### config.mk
export PLATFORM = sky130hd
export DESIGN_NAME = snitch_sb_retire
export DESIGN_NICKNAME = d
export VERILOG_FILES = /design/src/rtl/snitch_sb_retire.sv
export SDC_FILE = /design/constraint.sdc
export NUM_CORES = 1
export LEC_CHECK = 0
export BUFFER_PORTS_ARGS = -buffer_cell sky130_fd_sc_hd__clkbuf_2
export CELL_PAD_IN_SITES_DETAIL_PLACEMENT = 0
export CELL_PAD_IN_SITES_GLOBAL_PLACEMENT = 1
export CORE_MARGIN = 3
export CORE_UTILIZATION = 30
export CTS_CLUSTER_DIAMETER = 200
export DETAILED_ROUTE_END_ITERATION = 8
export PLACE_DENSITY_LB_ADDON = 0.1
export RECOVER_POWER = 25
export SLEW_MARGIN = 20
export SYNTH_ARGS = -nofsm -noshare
export SYNTH_HDL_FRONTEND = slang
export SYNTH_SLANG_ARGS = --single-unit
### constraint.sdc
create_clock -name clk_i -period 3.47 [get_ports clk_i]
set_input_delay 0.347 -clock clk_i [delete_from_list [all_inputs] [get_ports clk_i]]
set_output_delay 0.347 -clock clk_i [all_outputs]
set_load 0.01 [all_outputs]
### src/rtl/snitch_sb_retire.sv
// FPU completion/retire queue: buffers results in order, drains them to the FP regfile write
// port and frees the matching scoreboard entry on every accepted write.
// Optional same-cycle bypass when empty: define SNITCH_SB_RETIRE_BYPASS_EN.
module snitch_sb_retire #(
   parameter int unsigned AddrWidth  = 5,
   parameter int unsigned DataWidth  = 64,
   parameter int unsigned Depth      = 8,
   parameter int unsigned QueueDepth = 4,
   localparam int unsigned IdxWidth   = (Depth > 1) ? $clog2(Depth) : 1,
   localparam int unsigned UsageWidth = $clog2(QueueDepth + 1)
) (
   input  logic                  clk_i,
   input  logic                  rst_i,
   input  logic                  cpl_valid_i,
   output logic                  cpl_ready_o,
   input  logic [IdxWidth-1:0]   cpl_idx_i,
   input  logic [AddrWidth-1:0]  cpl_rd_i,
   input  logic [DataWidth-1:0]  cpl_data_i,
   output logic                  wb_valid_o,
   input  logic                  wb_ready_i,
   output logic [AddrWidth-1:0]  wb_rd_o,
   output logic [DataWidth-1:0]  wb_data_o,
   output logic                  pop_valid_o,
   output logic [IdxWidth-1:0]   pop_index_o,
   output logic [UsageWidth-1:0] usage_o
);

   localparam int unsigned PtrWidth = (QueueDepth > 1) ? $clog2(QueueDepth) : 1;
   localparam logic [PtrWidth-1:0]   LastPtr   = PtrWidth'(QueueDepth - 1);
   localparam logic [UsageWidth-1:0] FullCount = UsageWidth'(QueueDepth);

   typedef struct packed {
      logic [IdxWidth-1:0]  idx;
      logic [AddrWidth-1:0] rd;
      logic [DataWidth-1:0] data;
   } entry_t;

   entry_t                slot_q [QueueDepth];
   entry_t                cpl_entry;
   entry_t                head_entry;
   entry_t                out_entry;
   logic [PtrWidth-1:0]   wr_ptr_reg, wr_ptr_next;
   logic [PtrWidth-1:0]   rd_ptr_reg, rd_ptr_next;
   logic [UsageWidth-1:0] count_reg, count_next;
   logic                  empty;
   logic                  full;
   logic                  push;
   logic                  pop;
   logic                  retire;

   function automatic logic [PtrWidth-1:0] ptr_inc(input logic [PtrWidth-1:0] p);
      return (p == LastPtr) ? '0 : p + 1'b1;
   endfunction

   assign cpl_entry  = '{idx: cpl_idx_i, rd: cpl_rd_i, data: cpl_data_i};
   assign head_entry = slot_q[rd_ptr_reg];
   assign empty      = (count_reg == '0);
   assign full       = (count_reg == FullCount);

   // Storage slots: each one captures the completion when the write pointer selects it.
   for (genvar gi = 0; gi < QueueDepth; gi++) begin : g_slot
      entry_t slot_reg;
      always_ff @(posedge clk_i) begin
         if (push && (wr_ptr_reg == PtrWidth'(gi))) begin
            slot_reg <= cpl_entry;
         end
      end
      assign slot_q[gi] = slot_reg;
   end

`ifdef SNITCH_SB_RETIRE_BYPASS_EN
   logic bypass;
   // Empty queue with a ready regfile: the completion retires directly and is never stored.
   assign bypass      = empty & cpl_valid_i & wb_ready_i;
   assign cpl_ready_o = ~full;
   assign wb_valid_o  = ~empty | cpl_valid_i;
   assign out_entry   = empty ? cpl_entry : head_entry;
   assign push        = cpl_valid_i & cpl_ready_o & ~bypass;
   assign pop         = ~empty & wb_ready_i;
`else
   assign cpl_ready_o = ~full;
   assign wb_valid_o  = ~empty;
   assign out_entry   = head_entry;
   assign push        = cpl_valid_i & cpl_ready_o;
   assign pop         = ~empty & wb_ready_i;
`endif

   assign retire      = wb_valid_o & wb_ready_i;
   assign pop_valid_o = retire;
   assign pop_index_o = retire ? out_entry.idx : '0;
   assign wb_rd_o     = wb_valid_o ? out_entry.rd : '0;
   assign wb_data_o   = wb_valid_o ? out_entry.data : '0;
   assign usage_o     = count_reg;

   always_comb begin
      wr_ptr_next = wr_ptr_reg;
      rd_ptr_next = rd_ptr_reg;
      count_next  = count_reg;
      if (push) begin
         wr_ptr_next = ptr_inc(wr_ptr_reg);
      end
      if (pop) begin
         rd_ptr_next = ptr_inc(rd_ptr_reg);
      end
      case ({push, pop})
         2'b10:   count_next = count_reg + 1'b1;
         2'b01:   count_next = count_reg - 1'b1;
         default: count_next = count_reg;
      endcase
   end

   always_ff @(posedge clk_i) begin
      if (rst_i) begin
         wr_ptr_reg <= '0;
         rd_ptr_reg <= '0;
         count_reg  <= '0;
      end else begin
         wr_ptr_reg <= wr_ptr_next;
         rd_ptr_reg <= rd_ptr_next;
         count_reg  <= count_next;
      end
   end

`ifndef SYNTHESIS
   logic   stall_reg;
   entry_t stall_entry_reg;
   // A stalled completion must keep its payload until accepted.
   always_ff @(posedge clk_i) begin
      if (rst_i) begin
         stall_reg       <= 1'b0;
         stall_entry_reg <= '0;
      end else begin
         stall_reg       <= cpl_valid_i & ~cpl_ready_o;
         stall_entry_reg <= cpl_entry;
         if (stall_reg && cpl_valid_i && (cpl_entry != stall_entry_reg)) begin
            $display("%m warning: completion payload changed while stalled");
         end
         if (cpl_valid_i && (int'(cpl_idx_i) >= int'(Depth))) begin
            $display("%m warning: completion index %0d out of range", cpl_idx_i);
         end
      end
   end
`endif

endmodule
# Word level (Yosys, flattened, before mapping)
# Index checks and enable logic that the tools add are counted.
[op_classes] bitwise_logic=5 order_cmp=1 n_eq_ne=7 muxes=9 n_addsub=4 reduce_logical=7
[ops] cell="binary-select mux 72 bit (select 2 bit)" count=1
[ops] cell="two-way mux 72 bit" count=2
[ops] cell="two-way mux 64 bit" count=1
[ops] cell="equality test 2 bit, second input constant" count=4
[ops] cell="case mux 3 bit (2 select lines)" count=1
[ops] cell="two-way mux 5 bit" count=1
[ops] cell="adder 2 x 1 -> 2 bit, second input constant" count=2
[ops] cell="equality test 2 x 1 -> 1 bit, second input constant" count=2
[ops] cell="logical AND 1 bit" count=4
[ops] cell="two-way mux 2 bit" count=2
[ops] cell="adder 3 x 1 -> 3 bit, second input constant" count=1
[ops] cell="equality test 3 bit, second input constant" count=1
[ops] cell=">= comparator 3 bit, second input constant" count=1
[ops] cell="zero test 3 bit" count=1
[ops] cell="two-way mux 3 bit" count=1
[ops] cell="NOT 2 -> 3 bit" count=1
[ops] cell="subtractor 3 x 1 -> 3 bit, second input constant" count=1
[ops] cell="bitwise AND 1 bit" count=2
[ops] cell="zero test 2 bit" count=1
[ops] cell="NOT 1 bit" count=2
[ops] cell="nonzero test 2 bit" count=1
[totals] register_bits=295

# Depth between registers and ports, before layout
[depth] depth_word=5 ltp_mapped=9 ltp_nobuf=8

# Worst setup path before layout
# Ideal clock, no wire load.
[synth_path] path_kind="reg-to-reg" start="register count_reg[0] (netlist: usage_o[0])" end="register g_slot[0].slot_reg[0] (netlist name) (enable)" n_path_buf=1 stages_incl_launch_ff=4 period_less_slack_ns=3.023 setup_slack_ns=0.447 setup_time_ns=0.439 t_arrival_ns=2.584 cell_sequence="dfxtp_1 -> or3b_1 -> clkbuf_1 -> and3_1"
[synth_via] elab_chain_len=4
[synth_lines] item="start, declared" line="44" source="logic [UsageWidth-1:0] count_reg, count_next;"
[synth_lines] item="start signal, assigned" line="120" source="count_reg <= count_next;"
[synth_lines] item="equality test 3 bit" line="58" source="assign full = (count_reg == FullCount);"
[synth_lines] item="NOT 1 bit" line="81" source="assign cpl_ready_o = ~full;"
[synth_lines] item="net cpl_ready_o" line="15" source="output logic cpl_ready_o,"
[synth_lines] item="bitwise AND 1 bit" line="84" source="assign push = cpl_valid_i & cpl_ready_o;"
[synth_lines] item="logical AND 1 bit" line="64" source="if (push && (wr_ptr_reg == PtrWidth'(gi))) begin"
[synth_lines] item="end signal, assigned" line="65" source="slot_reg <= cpl_entry;"
[synth_lines] item="end, declared" line="62" source="entry_t slot_reg;"
# The timed path passes the listed nets, and every way through them passes these cells.
# A chain may end at the register's enable or synchronous reset.

# Worst setup path after layout
[layout_path] start="register count_reg[2] (netlist: usage_o[2])" end="output port wb_data_o[40]"
[layout_via] elab_chain_len=2
[layout_lines] item="zero test 3 bit" line="57" source="assign empty = (count_reg == '0);"
[layout_lines] item="two-way mux 64 bit" line="92" source="assign wb_data_o = wb_valid_o ? out_entry.data : '0;"
[layout_lines] item="end, declared" line="22" source="output logic [DataWidth-1:0] wb_data_o,"
# No other way between the ends.

==> results.cfg <==
[power_and_ir_drop]
power.density_mw_per_mm2 = 783
max-vdd-ir-drop_v = 0.000390
power_frac_clock_pct = 33.6
internal_power_mw = 7.82
switching_share_pct = 27.8
switchingPower_mw = 3.01
seqPwrFrac_pct = 41.3
combPwrFrac_pct = 25.1
leakagePower_nw = 4.60

[routing]
wl_per_cell_microns = 20.8
via_per_inst = 4.55
first_pass_iters = 4
num_vias = 5495
detail_route.iter0.violations = 243
ant_nets = 0
routed_wl_mm = 25.1
drc = 0

[placement]
hpwl_mm = 14.6
placed_cells = 1149
gp_congestion = 0.682
io_buffer_count = 153

[worst_setup_path]
r2r-start = usage_o[2]
cp.arrival_ns = 2.53
required_ns = 3.12
startpoint = usage_o[2]
cp-end-kind = output pin
worstPathMaxFanout = 46
r2r_end = usage_o[2]
worstSetupStartpointType = register
r2r_cells = 8
cp-endpoint = wb_data_o[40]
critPathKind = reg2out
r2r_slack_ns = 1.05

[timing]
slew_viol_final = 0
relSlewSlack_pct = 36.9
setup_viol = 0
grt_setup_unrepaired = false
timing_hold_violations_final = 0
setup_tns_ns = 0
fmax_ghz = 0.347
fin_skew_ns = 0.0145
layout_min_cycle_time_ns = 2.88
worstMarginPinSlew_ns = 0.946
period_share_pct = 83.0

[grt]
grt_pass1_wl_mm = 38.5
grt_pass1_vias = 6231
antenna_found_initial = 1
grt_use_total_pct = 12.6
grt_max_degree = 47
grt_remaining_overflow = 0

[clock_tree]
cts-root-buf = clkbuf_16
cts_made_buffers = 35
cts_buffer_depth = 3
clkSlewWorstSetupHoldPaths_ns = 0.05
cts_setup_buffers = 0
htree_levels = 2
ctsResizeCount = 0
cts_tree = built
cts_sinks = 295
ctsHoldBuffers = 0
clkLatencyLatePin_ns = 0.51

[synthesis]
syn-cell-area_sq_mm = 0.0113
syn_avg_cell_area_sq_um = 22.4
syn_inst = 506
yosys-mux-area-fraction_pct = 14.5
synth_compound_area_share_pct = 0.365
synthSimpleGateAreaFrac_pct = 4.84
syn_nets = 589
yosys_register_bits = 295
seq_area_frac_synth_pct = 77.7
yosysUniqueCellTypes = 25
synthAdderAreaFrac_pct = 0.840
synthXorXnorAreaFrac_pct = 0.155
synth_top_family_by_area = multiplexers
synth_warnings = 0

[floorplan]
die_area_sq_mm = 0.0401
rows = 70
die_x_microns = 200
coreArea_sq_mm = 0.0369
die_y_microns = 200
start_util_pct = 30.7
pin_count = 154

[final_layout]
final_cells = 1207
ff_latch_area_sq_mm = 0.00880
multi_input_area_sq_mm = 0.00236
final_common_cell = edfxtp_1
largest_reg_flops = 288
antennaDiodeCount = 0
final_layout_size_suffix_gt1_share_pct = 35.1
syn_to_final_growth_pct = 22.3
fillers = 3401
fin_nets = 765
final_cell_mix = edfxtp_1, clkbuf_2, mux4_2

[worst_hold_path]
hp-class = in2reg

[run_status]
status = complete, no violations

[job]
cap_violations = 0
[routing by layer]
layer  share of wire (%)  up-vias  global-route usage (%)
li1                    -     2407                       -
met1                  42     2908                    15.7
met2                  51      132                    21.7
met3                 4.9       46                    3.17
met4                 2.3        2                    3.61
met5               0.052        -                       0
[worst min path at each step]
stage / start / cells past startpoint / to / slack, ns
floorplan: cpl_data_i[0] / 0 / g_slot[0].slot_reg[0] / 0.45
global placement: wr_ptr_reg[1] / 2 / wr_ptr_reg[1] / 0.49
detailed placement: wr_ptr_reg[1] / 2 / wr_ptr_reg[1] / 0.52
CTS: cpl_data_i[33] / 1 / g_slot[3].slot_reg[33] / 0.02
global route: cpl_data_i[49] / 1 / g_slot[3].slot_reg[49] / 0.06
finish: cpl_data_i[11] / 1 / g_slot[2].slot_reg[11] / 0.06
[final cells by class]
class,instances,share of cell area (%)
flip-flops and latches,295,63.6
multi-input cells,179,17.1
clock buffers,42,6.83
repair buffers,165,6.31
well taps,504,4.56
clock inverters,16,1.48
inverters,6,0.163
[kinds of logic after synthesis]
group / Yosys count
adder cells (fa/ha/maj): 7
XOR/XNOR: 2
multiplexers: 74
flip-flops: 295
AND/OR/NAND/NOR: 89
AO/OA/AOI/OAI: 7
buffers and inverters: 32
[per-stage QoR]
stage	hold slack, ns	utilization [%]	setup slack (ns)	total power, mW	cell area (sq um)
global route	0.0594	37.5	0.368	11.4	13800
finish	0.0635	37.5	0.589	10.8	13800
floorplan	0.446	-	0.447	6.21	11300
global placement	0.495	34.6	0.999	7.37	12700
CTS	0.0240	37.7	0.416	11.1	13900
detailed placement	0.515	34.6	0.972	7.40	12700
[power groups by stage]
stage	clock (mW)	sequential, mW	combinational, mW
floorplan	0	4.44	1.76
global placement	0	4.54	2.83
detailed placement	0	4.57	2.84
CTS	3.76	4.49	2.85
global route	3.92	4.52	2.99
finish	3.64	4.48	2.72
[worst max-delay path, cell delays in order, from the launching register on]
cell and delay (ns):
dfxtp_1 0.34, or3_2 0.91, buf_4 0.41, and2_1 0.21
clkbuf_2 0.13
[Yosys cell counts, drive strengths merged]
library cell | n | area share (%)
mux4 | 72 | 14
xor2 | 2 | 0.15
or3b | 1 | 0.077
and2 | 69 | 3.8
o21ai | 2 | 0.088
edfxtp | 288 | 76
dfxtp | 7 | 1.2
a211o | 1 | 0.077
mux2i | 2 | 0.18
and3 | 4 | 0.22
nor2 | 4 | 0.13
nand2b | 2 | 0.11
ha | 6 | 0.66
fa | 1 | 0.18
a21oi | 3 | 0.13
o31ai | 1 | 0.066
inv | 6 | 0.20
nand2 | 2 | 0.066
or3 | 4 | 0.22
clkbuf | 9 | 0.30
buf | 17 | 1.1
and2b | 3 | 0.20
No activity file was read; power rests on OpenSTA's default activity.
